## src/rtl/uart_tx_param_pkg.sv

```systemverilog
// Shared UART definitions: parity selectors, transmitter FSM encoding and
// the rounded baud-divider helper. The receiver uses the same helper, so
// both ends of a link agree on the bit period.
package uart_tx_param_pkg;

    localparam int PARITY_NONE = 0;
    localparam int PARITY_ODD  = 1;
    localparam int PARITY_EVEN = 2;

    typedef enum logic [2:0] {
        ST_IDLE   = 3'd0,
        ST_START  = 3'd1,
        ST_DATA   = 3'd2,
        ST_PARITY = 3'd3,
        ST_STOP   = 3'd4
    } tx_state_e;

    // System clocks per bit, rounded to the nearest integer.
    function automatic int baud_div(input int clk_hz, input int baud);
        return (clk_hz + baud / 2) / baud;
    endfunction

endpackage

```

## src/rtl/uart_tx_fifo.sv

```systemverilog
// Synchronous FIFO feeding the UART transmitter.
// Ports:
//   clk, rst      - clock, synchronous active-high reset (empties the FIFO)
//   push, wdata   - write request and data; ignored when full
//   pop           - remove head entry; ignored when empty
//   rdata         - head entry, valid combinationally while !empty
//   full, empty   - derived from the level counter
//   level         - number of stored entries
module uart_tx_fifo #(
    parameter int WIDTH = 8,
    parameter int DEPTH = 4
) (
    input  logic                     clk,
    input  logic                     rst,
    input  logic                     push,
    input  logic                     pop,
    input  logic [WIDTH-1:0]         wdata,
    output logic [WIDTH-1:0]         rdata,
    output logic                     full,
    output logic                     empty,
    output logic [$clog2(DEPTH):0]   level
);
    localparam int AW = $clog2(DEPTH);
    localparam logic [AW:0] FULL_LEVEL = (AW + 1)'(DEPTH);

    logic [WIDTH-1:0] mem_q [DEPTH];
    logic [AW-1:0]    wr_ptr_q, wr_ptr_d;
    logic [AW-1:0]    rd_ptr_q, rd_ptr_d;
    logic [AW:0]      level_q, level_d;
    logic             do_push, do_pop;

    assign full  = (level_q == FULL_LEVEL);
    assign empty = (level_q == '0);
    assign level = level_q;
    assign rdata = mem_q[rd_ptr_q];

    // Pointers wrap naturally because DEPTH is a power of two.
    always_comb begin
        do_push  = push && !full;
        do_pop   = pop && !empty;
        wr_ptr_d = do_push ? wr_ptr_q + 1'b1 : wr_ptr_q;
        rd_ptr_d = do_pop  ? rd_ptr_q + 1'b1 : rd_ptr_q;
        level_d  = level_q;
        if (do_push && !do_pop) begin
            level_d = level_q + 1'b1;
        end else if (!do_push && do_pop) begin
            level_d = level_q - 1'b1;
        end
    end

    always_ff @(posedge clk) begin
        if (rst) begin
            wr_ptr_q <= '0;
            rd_ptr_q <= '0;
            level_q  <= '0;
        end else begin
            wr_ptr_q <= wr_ptr_d;
            rd_ptr_q <= rd_ptr_d;
            level_q  <= level_d;
        end
    end

    // Storage carries no reset; the level counter alone decides validity.
    always_ff @(posedge clk) begin
        if (do_push) begin
            mem_q[wr_ptr_q] <= wdata;
        end
    end

endmodule

```

## src/rtl/uart_tx_param.sv

```systemverilog
// Parametrised UART transmitter with an input FIFO and internal baud enable.
// Ports:
//   clk, rst    - system clock, synchronous active-high reset
//   in_data     - word to send (DATA_BITS wide), taken when in_valid & in_ready
//   in_valid    - producer offers in_data
//   in_ready    - FIFO can accept (low while full or in reset)
//   tx          - serial line, idles high
//   busy        - frame in progress or words still queued
//   fifo_level  - current FIFO entry count
module uart_tx_param
    import uart_tx_param_pkg::*;
#(
    parameter int CLK_HZ     = 12000000,
    parameter int BAUD       = 9600,
    parameter int DATA_BITS  = 8,
    parameter int PARITY     = 0,
    parameter int STOP_BITS  = 1,
    parameter int FIFO_DEPTH = 4
) (
    input  logic                          clk,
    input  logic                          rst,
    input  logic [DATA_BITS-1:0]          in_data,
    input  logic                          in_valid,
    output logic                          in_ready,
    output logic                          tx,
    output logic                          busy,
    output logic [$clog2(FIFO_DEPTH):0]   fifo_level
);
    localparam int DIV   = baud_div(CLK_HZ, BAUD);
    localparam int CNT_W = (DIV < 2) ? 1 : $clog2(DIV);
    localparam int BIT_W = $clog2(DATA_BITS);

    if (DIV < 2) begin : g_bad_div
        $error("uart_tx_param: clocks per bit must be at least 2");
    end
    if (PARITY != PARITY_NONE && PARITY != PARITY_ODD && PARITY != PARITY_EVEN) begin : g_bad_parity
        $error("uart_tx_param: PARITY must be 0, 1 or 2");
    end
    if (DATA_BITS < 5 || DATA_BITS > 9) begin : g_bad_data_bits
        $error("uart_tx_param: DATA_BITS must be 5..9");
    end
    if (STOP_BITS != 1 && STOP_BITS != 2) begin : g_bad_stop_bits
        $error("uart_tx_param: STOP_BITS must be 1 or 2");
    end
    if (FIFO_DEPTH < 2 || (FIFO_DEPTH & (FIFO_DEPTH - 1)) != 0) begin : g_bad_depth
        $error("uart_tx_param: FIFO_DEPTH must be a power of two >= 2");
    end

    tx_state_e            state_q, state_d;
    logic [CNT_W-1:0]     cnt_q, cnt_d;
    logic [BIT_W-1:0]     bit_idx_q, bit_idx_d;
    logic                 stop_idx_q, stop_idx_d;
    logic                 tx_q, tx_d;
    logic [DATA_BITS-1:0] shift_q, shift_d;
    logic                 par_q, par_d;

    logic                 fifo_push, fifo_pop, fifo_full, fifo_empty;
    logic [DATA_BITS-1:0] fifo_rdata;
    logic                 cnt_last, last_data, last_stop;

    // A full FIFO refuses a push even if a pop frees a slot on the same edge.
    assign in_ready  = !fifo_full && !rst;
    assign fifo_push = in_valid && in_ready;

    uart_tx_fifo #(
        .WIDTH (DATA_BITS),
        .DEPTH (FIFO_DEPTH)
    ) u_fifo (
        .clk   (clk),
        .rst   (rst),
        .push  (fifo_push),
        .pop   (fifo_pop),
        .wdata (in_data),
        .rdata (fifo_rdata),
        .full  (fifo_full),
        .empty (fifo_empty),
        .level (fifo_level)
    );

    assign cnt_last  = (cnt_q == CNT_W'(DIV - 1));
    assign last_data = (bit_idx_q == BIT_W'(DATA_BITS - 1));
    assign last_stop = (stop_idx_q == 1'(STOP_BITS - 1));

    always_comb begin
        state_d    = state_q;
        bit_idx_d  = bit_idx_q;
        stop_idx_d = stop_idx_q;
        tx_d       = tx_q;
        shift_d    = shift_q;
        par_d      = par_q;
        fifo_pop   = 1'b0;
        // Counter runs only while a frame is on the line and wraps at each bit boundary.
        cnt_d      = (state_q == ST_IDLE || cnt_last) ? '0 : cnt_q + 1'b1;

        case (state_q)
            ST_IDLE: begin
                tx_d = 1'b1;
                if (!fifo_empty) begin
                    fifo_pop = 1'b1;
                end
            end
            ST_START: begin
                if (cnt_last) begin
                    state_d   = ST_DATA;
                    bit_idx_d = '0;
                    tx_d      = shift_q[0];
                end
            end
            ST_DATA: begin
                if (cnt_last) begin
                    if (!last_data) begin
                        bit_idx_d = bit_idx_q + 1'b1;
                        shift_d   = shift_q >> 1;
                        tx_d      = shift_q[1];
                    end else if (PARITY != PARITY_NONE) begin
                        state_d = ST_PARITY;
                        tx_d    = par_q;
                    end else begin
                        state_d    = ST_STOP;
                        stop_idx_d = 1'b0;
                        tx_d       = 1'b1;
                    end
                end
            end
            ST_PARITY: begin
                if (cnt_last) begin
                    state_d    = ST_STOP;
                    stop_idx_d = 1'b0;
                    tx_d       = 1'b1;
                end
            end
            ST_STOP: begin
                if (cnt_last) begin
                    if (!last_stop) begin
                        stop_idx_d = stop_idx_q + 1'b1;
                    end else if (!fifo_empty) begin
                        // Chain straight into the next start bit, no idle cycle.
                        fifo_pop = 1'b1;
                    end else begin
                        state_d = ST_IDLE;
                        tx_d    = 1'b1;
                    end
                end
            end
            default: begin
                state_d = ST_IDLE;
                tx_d    = 1'b1;
            end
        endcase

        // Loading a new word: capture it, precompute parity, drive the start bit.
        if (fifo_pop) begin
            shift_d = fifo_rdata;
            par_d   = (PARITY == PARITY_ODD) ? ~^fifo_rdata : ^fifo_rdata;
            state_d = ST_START;
            cnt_d   = '0;
            tx_d    = 1'b0;
        end
    end

    always_ff @(posedge clk) begin
        if (rst) begin
            state_q    <= ST_IDLE;
            cnt_q      <= '0;
            bit_idx_q  <= '0;
            stop_idx_q <= 1'b0;
            tx_q       <= 1'b1;
        end else begin
            state_q    <= state_d;
            cnt_q      <= cnt_d;
            bit_idx_q  <= bit_idx_d;
            stop_idx_q <= stop_idx_d;
            tx_q       <= tx_d;
        end
    end

    always_ff @(posedge clk) begin
        shift_q <= shift_d;
        par_q   <= par_d;
    end

    assign tx   = tx_q;
    assign busy = (state_q != ST_IDLE) || (fifo_level != '0);

endmodule

```

## config.mk

```make
export PLATFORM = sky130hd
export DESIGN_NAME = uart_tx_param
export DESIGN_NICKNAME = d
export VERILOG_FILES = /design/src/rtl/uart_tx_param_pkg.sv /design/src/rtl/uart_tx_fifo.sv /design/src/rtl/uart_tx_param.sv
export SDC_FILE = /design/constraint.sdc
export NUM_CORES = 1
export LEC_CHECK = 0
export CAP_MARGIN = 20
export CELL_PAD_IN_SITES_DETAIL_PLACEMENT = 1
export CELL_PAD_IN_SITES_GLOBAL_PLACEMENT = 2
export CORE_UTILIZATION = 45
export DETAILED_ROUTE_END_ITERATION = 16
export HOLD_SLACK_MARGIN = 0.05
export PLACE_DENSITY_LB_ADDON = 0.1
export SLEW_MARGIN = 20
export SYNTH_ARGS = -nofsm -noshare
export SYNTH_HDL_FRONTEND = slang
export SYNTH_SLANG_ARGS = --single-unit
```

## constraint.sdc

```tcl
create_clock -name clk -period 5.3 [get_ports clk]
set_clock_uncertainty 0.05 [all_clocks]
set_input_delay 0.795 -clock clk [delete_from_list [all_inputs] [get_ports clk]]
set_output_delay 0.795 -clock clk [all_outputs]
set_load 0.05 [all_outputs]
```

Word-level counts from Yosys, hierarchy flattened
Memory sizes are Yosys's and may differ from the RTL's. A register that Yosys moved wholly into a read port is not among the register bits.
Index checks and enable logic that the tools add are counted.

word-level totals
  output and inout bits = 6
  memories kept = 1
  logic and storage cells = 115
  register bits = 34
  memory bits (writable) = 32
  input port bits = 11

memory list
  memory        words  width  read ports  clocked after memory_dff  write ports  line                RTL
  u_fifo.mem_q  4      8      1           1                         1            uart_tx_fifo.sv:26  logic [WIDTH-1:0] mem_q [DEPTH];

operators by class
  reductions and logical operators = 30
  $add $sub $neg = 7
  equality and inequality tests = 24
  mux-type cells = 42
  bitwise logic cells = 1

operator list
  operator                                              number
  two-way mux 3 bit                                     12
  two-way mux 8 bit                                     4
  != test 3 x 2 -> 1 bit (second input constant)        7
  two-way mux 1 bit                                     19
  != test 2 bit (second input constant)                 8
  AND reduction 8 bit                                   2
  case mux 3 bit (5 select lines)                       1
  adder 11 x 1 -> 11 bit (second input constant)        1
  equality test 11 bit (second input constant)          1
  equality test 3 bit (second input constant)           3
  nonzero test 3 bit                                    3
  nonzero test 2 bit                                    4
  adder 3 x 1 -> 3 bit (second input constant)          2
  equality test 3 x 2 -> 1 bit (second input constant)  2
  logical AND 1 bit                                     6
  zero test 3 bit                                       2
  case mux 3 bit (2 select lines)                       1
  AND reduction 6 bit                                   1
  zero test 1 bit                                       5
  AND reduction 5 bit                                   1
  adder 2 x 1 -> 2 bit (second input constant)          2
  two-way mux 2 bit                                     2
  != test 2 x 1 -> 1 bit (second input constant)        2
  case mux 1 bit (4 select lines)                       1
  other kinds (11)                                      12

Logic depth before layout (Yosys ltp)
Gate-level depths: netlist of the first run.

  word-level depth = 9
  depth in mapped cells = 13

Modules after synthesis
From an unflattened synthesis of the first run, not the netlist that was laid out.

second synthesis, totals
  cell total of the unflattened synthesis = 214
  area total of the unflattened synthesis = 2,905.3 sq um

by module, submodules not included
  module         area an instance (sq um)  instances  cells an instance  seq. area each (sq um)
  uart_tx_fifo   1,620.3                   1          90                 1,141.1
  uart_tx_param  1,285.0                   1          124                600.6

Least setup slack after synthesis of the first run
OpenSTA, ideal clock, no wires.

  path kind = input -> output
  start = input rst
  end = output in_ready
  setup slack = 2,479 ps
  arrival time = 1,976 ps
  buffers on the path = 2
  required time = 4,455 ps
  cell stages on the path = 3
  cells stage by stage = clkbuf_1 clkbuf_1 a21oi_1

between the ends
  word-level cells in the longest chain between the ends = 2

ends and longest elaborated chain
  what                line                 RTL
  start: declaration  uart_tx_param.sv:21  input logic rst,
  zero test 1 bit     uart_tx_param.sv:62  assign in_ready = !fifo_full && !rst;
  logical AND 1 bit   uart_tx_param.sv:62
  end: declaration    uart_tx_param.sv:24  output logic in_ready,

Every way passes these cells.

Worst setup path in the final report of the first run
Same ends and word-level chain as after synthesis.

==> impl_metrics.yaml, run 1 <==
power_and_ir_drop:
  seqPwrFrac: 0.456
  power.total_mw: 1.57
  switching_share: 0.316
  p_int_mw: 1.07
  ir_drop_mv: 0.279
  power_frac_comb: 0.269
  p_switching_mw: 0.497
  clkPwrFrac: 0.275
  p_per_area_nw_per_um2: 473
  p_leak_nw: 1.15
die:
  rows: 28
  fp.dieW_um: 82.4
  dieHeight_um: 82.4
  initial_utilization: 0.480
  core_area_sq_um: 6060
  pin_count: 17
  die_area_sq_um: 6780
grt:
  first_global_vias: 1769
  grt_max_degree: 18
  grt_pass1_wl_um: 8290
  track_usage: 0.173
  antenna_found_initial: 0
  grt_overflow: 0
routing:
  drc: 0
  ant_nets: 0
  drtPass1Iterations: 4
  routedWlPerCell_um: 16.4
  drt_wl_total_um: 5100
  vias_per_cell: 5.46
  drt_iter0_drc: 157
  routed-via-count: 1698
synthesis:
  synth_commonest_cells: "edfxtp_1 (40), dfxtp_1 (27), nor2_1 (22)"
  synth_top_area_frac: 0.413
  syn_area_per_cell_sq_um: 13.6
  ys_seq_elements: 67
  synthCells: 214
  synthArstFlopShare: 0
  syn_nets: 235
  yosys_most_used_dff: "edfxtp_1"
  yosys-top-cells-area: "edfxtp_1 (41%), dfxtp_1 (19%), mux4_2 (6.2%)"
  synthDistinctLibCells: 47
  syn_area_sq_um: 2910
  synth-edff-count: 40
  synth_top_cell_by_area: "edfxtp_1"
  yosysSeqAreaShare: 0.599
  yosysWarnings: 0
  yosysMostFrequentCell: "edfxtp_1"
placed_design:
  io_buffers: 16
  dpl.cell_count: 295
  place_congestion: 0.751
  hpwl_um: 3610
timing:
  finalHoldViolations: 0
  finalSetupViolCount: 0
  rsz0062_at_grt: "no"
  post-route-period-util: 0.655
  max-slew-margin-rel: 0.508
  fmax_ghz: 0.288
  fin_crit_ps: 3470
  fin_tns_setup_ps: 0
  tightest_slew_ps: 738
  finalMaxSlewViolations: 0
cts:
  ctsRootBufferMaster: "clkbuf_8"
  cts_setup_buffers: 0
  clock_sinks: 67
  clockBufferDepth: 2
  cts_tree: "built"
  cts_resized: 0
  numCtsBuffers: 9
  htree_num_levels: 3
  cts.clk_slew.worst_paths_ps: 70
  clk_latency_ps: 340
  ctsHoldBuffers: 0
critical_path:
  crit_path_end_kind: "output port"
  cp_data_arrival_time_ps: 2630
  required_ps: 4450
  cp_top_family: "buffers and inverters"
  reg2reg_from: "cnt_q[0]$_SDFF_PP0_"
  worstSetupPathType: "input pin to output port"
  crit_top_cell: "clkdlybuf4s50_1"
  cp_num_buf_inv: 2
  rr_endpoint: "u_fifo.level[2]$_SDFFE_PP0P_"
  cp_cell_sequence: "clkdlybuf4s50_1 -> a21oi_1 -> clkdlybuf4s50_1"
  crit_path_max_fanout: 17
  critPathLaunchType: "input pin"
  reg2reg_slack_ps: 2130
  max_stage_delay_ps: 830
  worst_path_max_delay_cell: "clkdlybuf4s50_1"
  reg2reg_depth: 11
job:
  drv_cap: 0
final_layout:
  area_delta_synth_final_pct: 14.2
  n_antenna_cell: 0
  fin_nets: 252
  layout-drive-gt1-share: 0.182
  fin_cells: 311
  final_core_util: 0.548
  fill_cells: 613
hold_path:
  worstHoldStart: "bit_idx_q[1]$_SDFFE_PP0P_"
  hold_class: "flop to flop"
  holdPathStages: 2
  holdPathEnd: "bit_idx_q[1]$_SDFFE_PP0P_"
outcome:
  status: "finished, final reports clean"
-- worst max-delay path by stage --
stage                                         endpoint  startpoint  slack, ps  cells past startpoint
after CTS                                     in_ready         rst       1810                      3
final                                         in_ready         rst       1830                      3
after global placement    u_fifo.level[2]$_SDFFE_PP0P_         rst       1830                      8
after detailed placement  u_fifo.level[2]$_SDFFE_PP0P_         rst       1660                      8
after floorplan                               in_ready         rst       2480                      3
after global routing                          in_ready         rst       1710                      3
-- cell usage in the layout, fill, tap and decap left out, drive strengths merged, types with 3 or more instances in the layout --
cell type	Yosys	layout
xnor2	6	6
clkdlybuf4s50	0	16
nand3	4	4
clkbuf	3	9
and2	5	5
ha	9	9
mux2	9	9
mux2i	4	4
mux4	8	8
nand2	12	12
o21ai	3	3
nand2b	3	3
nand4	5	5
inv	8	12
nor3	3	3
dfxtp	27	27
edfxtp	40	40
xor2	7	7
a21oi	4	4
nor2	22	22
-- state kept, by name (all words and copies together), names as in the netlist, named ones only --
register and flops:
u_fifo.mem_q 32, cnt_q 11, shift_q 8, bit_idx_q 3
state_q 3, u_fifo.level 3, u_fifo.rd_ptr_q 2, u_fifo.wr_ptr_q 2
tx 1
-- stage by stage --
step           cell area, sq um  worst slack (ps)  hold WS, ps
6_report                   3320              1830          427
5_1_grt                    3320              1710          461
3_3_place_gp               3110              1830          400
2_1_floorplan              2910              2480          391
3_5_place_dp               3110              1660          415
4_1_cts                    3320              1810          432
-- metal layers --
layer,up-vias,share of wire,track usage,wire length (um)
met5,-,0,0,0
met4,0,0.018,0.0719,91
met3,10,0.032,0.0692,161
met2,28,0.52,0.293,2630
met1,842,0.43,0.194,2210
li1,818,-,-,-
-- power by group through the flow --
stage / sequential, mW / combinational, mW / clock [mW]
final: 0.716 / 0.423 / 0.432
after global routing: 0.731 / 0.458 / 0.468
after global placement: 0.725 / 0.416 / 0
after detailed placement: 0.732 / 0.427 / 0
after floorplan: 0.731 / 0.319 / 0
after CTS: 0.720 / 0.429 / 0.448
-- cell type report --
type                            instances  area, sq um  area share
Inverter                                8         30.0     0.00905
Clock inverter                          7         81.3      0.0245
Clock buffer                            9          124      0.0373
Tap cell                               75         93.8      0.0283
Sequential cell                        67         1740       0.525
Timing Repair Buffer                   16          160      0.0482
Multi-Input combinational cell        129         1090       0.328
-- worst register-to-register path: cells and delay by family, from the launching register on --
| family | cells | cell delay, ps |
|---|---|---|
| AOI/OAI and AO/OA | 2 | 880 |
| xor gates and xnor gates | 1 | 80 |
| DFF | 1 | 410 |
| and+or+nand+nor | 3 | 890 |
| buffers and inverters | 2 | 180 |
| adders and majority gates | 3 | 620 |
-- kinds of logic (layout without fill, tap and decap cells) --
| group | count (synthesis) | after routing | synth area share |
|---|---|---|---|
| compound gates | 20 | 20 | 0.0598 |
| xor+xnor | 13 | 13 | 0.0392 |
| fa+ha+maj | 10 | 10 | 0.0456 |
| buf+inv | 18 | 40 | 0.0263 |
| flops | 67 | 67 | 0.599 |
| mux | 21 | 21 | 0.111 |
| simple gates | 65 | 65 | 0.119 |
Power figures use the tool's default switching activity.
==> run 2, diff against run 1 <==
Settings changed: CORE_UTILIZATION 45 to 38.
Clock period 5.3 ns to 3 ns, I/O delays scaled along.
==> run 2 against run 1 <==
Against the previous run: core utilization decreased by 8.4 points; die area rose by 18%; hold slack worse by 5.7 ps; largest cell class unchanged; largest power group unchanged; critical path type is now flop to output port.
==> impl_metrics.yaml, run 2 (same netlist as run 1, synthesis figures left out) <==
critical_path:
  crit_path_max_fanout: 14
  critPathLaunchType: "flop"
  worstSetupEndpoint: "busy"
  cp_data_arrival_time_ps: 2130
  crit_start: "state_q[2]$_SDFFE_PP0P_"
  reg2reg_from: "cnt_q[1]$_SDFF_PP0_"
  required_ps: 2500
  worstSetupPathType: "flop to output port"
  rr_endpoint: "u_fifo.level[2]$_SDFFE_PP0P_"
  reg2reg_slack_ps: 510
  reg2reg_depth: 12
  crit_path_end_kind: "output port"
placed_design:
  io_buffers: 16
  place_congestion: 0.689
  hpwl_um: 3760
power_and_ir_drop:
  p_leak_nw: 1.18
  power_frac_comb: 0.272
  switching_share: 0.309
  p_per_area_nw_per_um2: 849
  clkPwrFrac: 0.290
  p_switching_mw: 0.892
  p_int_mw: 2.00
  ir_drop_mv: 0.382
  seqPwrFrac: 0.439
routing:
  drt_wl_total_um: 5230
  vias_per_cell: 4.99
  drc: 0
  drt_iter0_drc: 53
  drtPass1Iterations: 4
  routed-via-count: 1696
  routedWlPerCell_um: 15.4
  ant_nets: 0
die:
  pin_count: 17
  dieHeight_um: 89.5
  fp.dieW_um: 89.5
  core_area_sq_um: 7330
  initial_utilization: 0.396
  die_area_sq_um: 8000
  rows: 31
cts:
  clockBufferDepth: 2
  cts_setup_buffers: 0
  cts.clk_slew.worst_paths_ps: 80
  numCtsBuffers: 9
  htree_num_levels: 3
  ctsHoldBuffers: 0
  cts_tree: "built"
  cts_resized: 0
  clock_sinks: 67
  clk_latency_ps: 340
  ctsRootBufferMaster: "clkbuf_8"
final_layout:
  layout_commonest_cell: "edfxtp_1"
  area_delta_synth_final_pct: 17.0
  top_register: "u_fifo.mem_q"
  fill_cells: 746
  largest_reg_flops: 32
  multi_input_area_sq_um: 1090
  layout-drive-gt1-share: 0.203
  seq_area_sq_um: 1740
  top_regs: "u_fifo.mem_q: 32 flops, cnt_q: 11 flops, shift_q: 8 flops"
  fin_nets: 257
  final_cell_mix: "edfxtp_1 (40), dfxtp_1 (27), nor2_1 (22)"
  n_antenna_cell: 0
timing:
  fin_tns_setup_ps: 0
  finalSetupViolCount: 0
  rsz0062_at_grt: "no"
  timing.hold.ws_ps: 421
  fin_crit_ps: 2630
  finalHoldViolations: 0
  fmax_ghz: 0.381
  tightest_slew_ps: 567
  max-slew-margin-rel: 0.621
  finalMaxSlewViolations: 0
  post-route-period-util: 0.876
job:
  drv_cap: 0
grt:
  track_usage: 0.156
  grt_overflow: 0
  first_global_vias: 1851
  grt_max_degree: 17
  antenna_found_initial: 0
  grt_pass1_wl_um: 8950
hold_path:
  hold_class: "flop to flop"
outcome:
  status: "finished, final reports clean"
[run 2: critical path, stage by stage, from the launching register on]
cell,delay (ps)
dfxtp_1,690
nor3_1,170
nand3b_1,130
clkdlybuf4s50_1,810
[run 2: layout make-up]
cell class / count / area share
flip-flops and latches: 67 / 0.512
multi-input cells: 129 / 0.320
repair buffers: 21 / 0.0574
clock buffers: 9 / 0.0364
well taps: 99 / 0.0364
clock inverters: 7 / 0.0291
inverters: 8 / 0.00883
[run 2: stage by stage]
stage               std cells  power [mW]  utilization  setup WS [ps]  area, sq um
finish                    340        2.89        0.464            373         3400
global route              340        3.04        0.464            290         3400
CTS                       340        2.93        0.464            345         3400
detailed placement        324        2.08        0.434            331         3180
global placement          324        2.05        0.434            489         3180
floorplan                 214        1.86            -            320         2910
[run 2: how the worst min path moves through the flow]
stage | from | endpoint | slack (ps) | cells after the start
floorplan | cnt_q[0]$_SDFF_PP0_ | cnt_q[0]$_SDFF_PP0_ | 390 | 1
global placement | bit_idx_q[1]$_SDFFE_PP0P_ | bit_idx_q[1]$_SDFFE_PP0P_ | 400 | 2
detailed placement | bit_idx_q[2]$_SDFFE_PP0P_ | bit_idx_q[2]$_SDFFE_PP0P_ | 420 | 2
CTS | bit_idx_q[2]$_SDFFE_PP0P_ | bit_idx_q[2]$_SDFFE_PP0P_ | 430 | 2
global route | bit_idx_q[2]$_SDFFE_PP0P_ | bit_idx_q[2]$_SDFFE_PP0P_ | 450 | 2
finish | bit_idx_q[2]$_SDFFE_PP0P_ | bit_idx_q[2]$_SDFFE_PP0P_ | 420 | 2
[run 2: per-layer routing]
layer | up-vias | GRT usage | share of wire
met5 | - | 0 | 0
met4 | 0 | 0.0823 | 0.020
met3 | 10 | 0.0332 | 0.021
met2 | 19 | 0.258 | 0.50
met1 | 840 | 0.191 | 0.46
li1 | 827 | - | -
[run 2: power groups by stage]
stage,logic [mW],registers (mW),clock network [mW]
6_report,0.785,1.27,0.837
4_1_cts,0.797,1.27,0.855
2_1_floorplan,0.564,1.29,0
3_3_place_gp,0.764,1.28,0
5_1_grt,0.850,1.29,0.902
3_5_place_dp,0.793,1.29,0
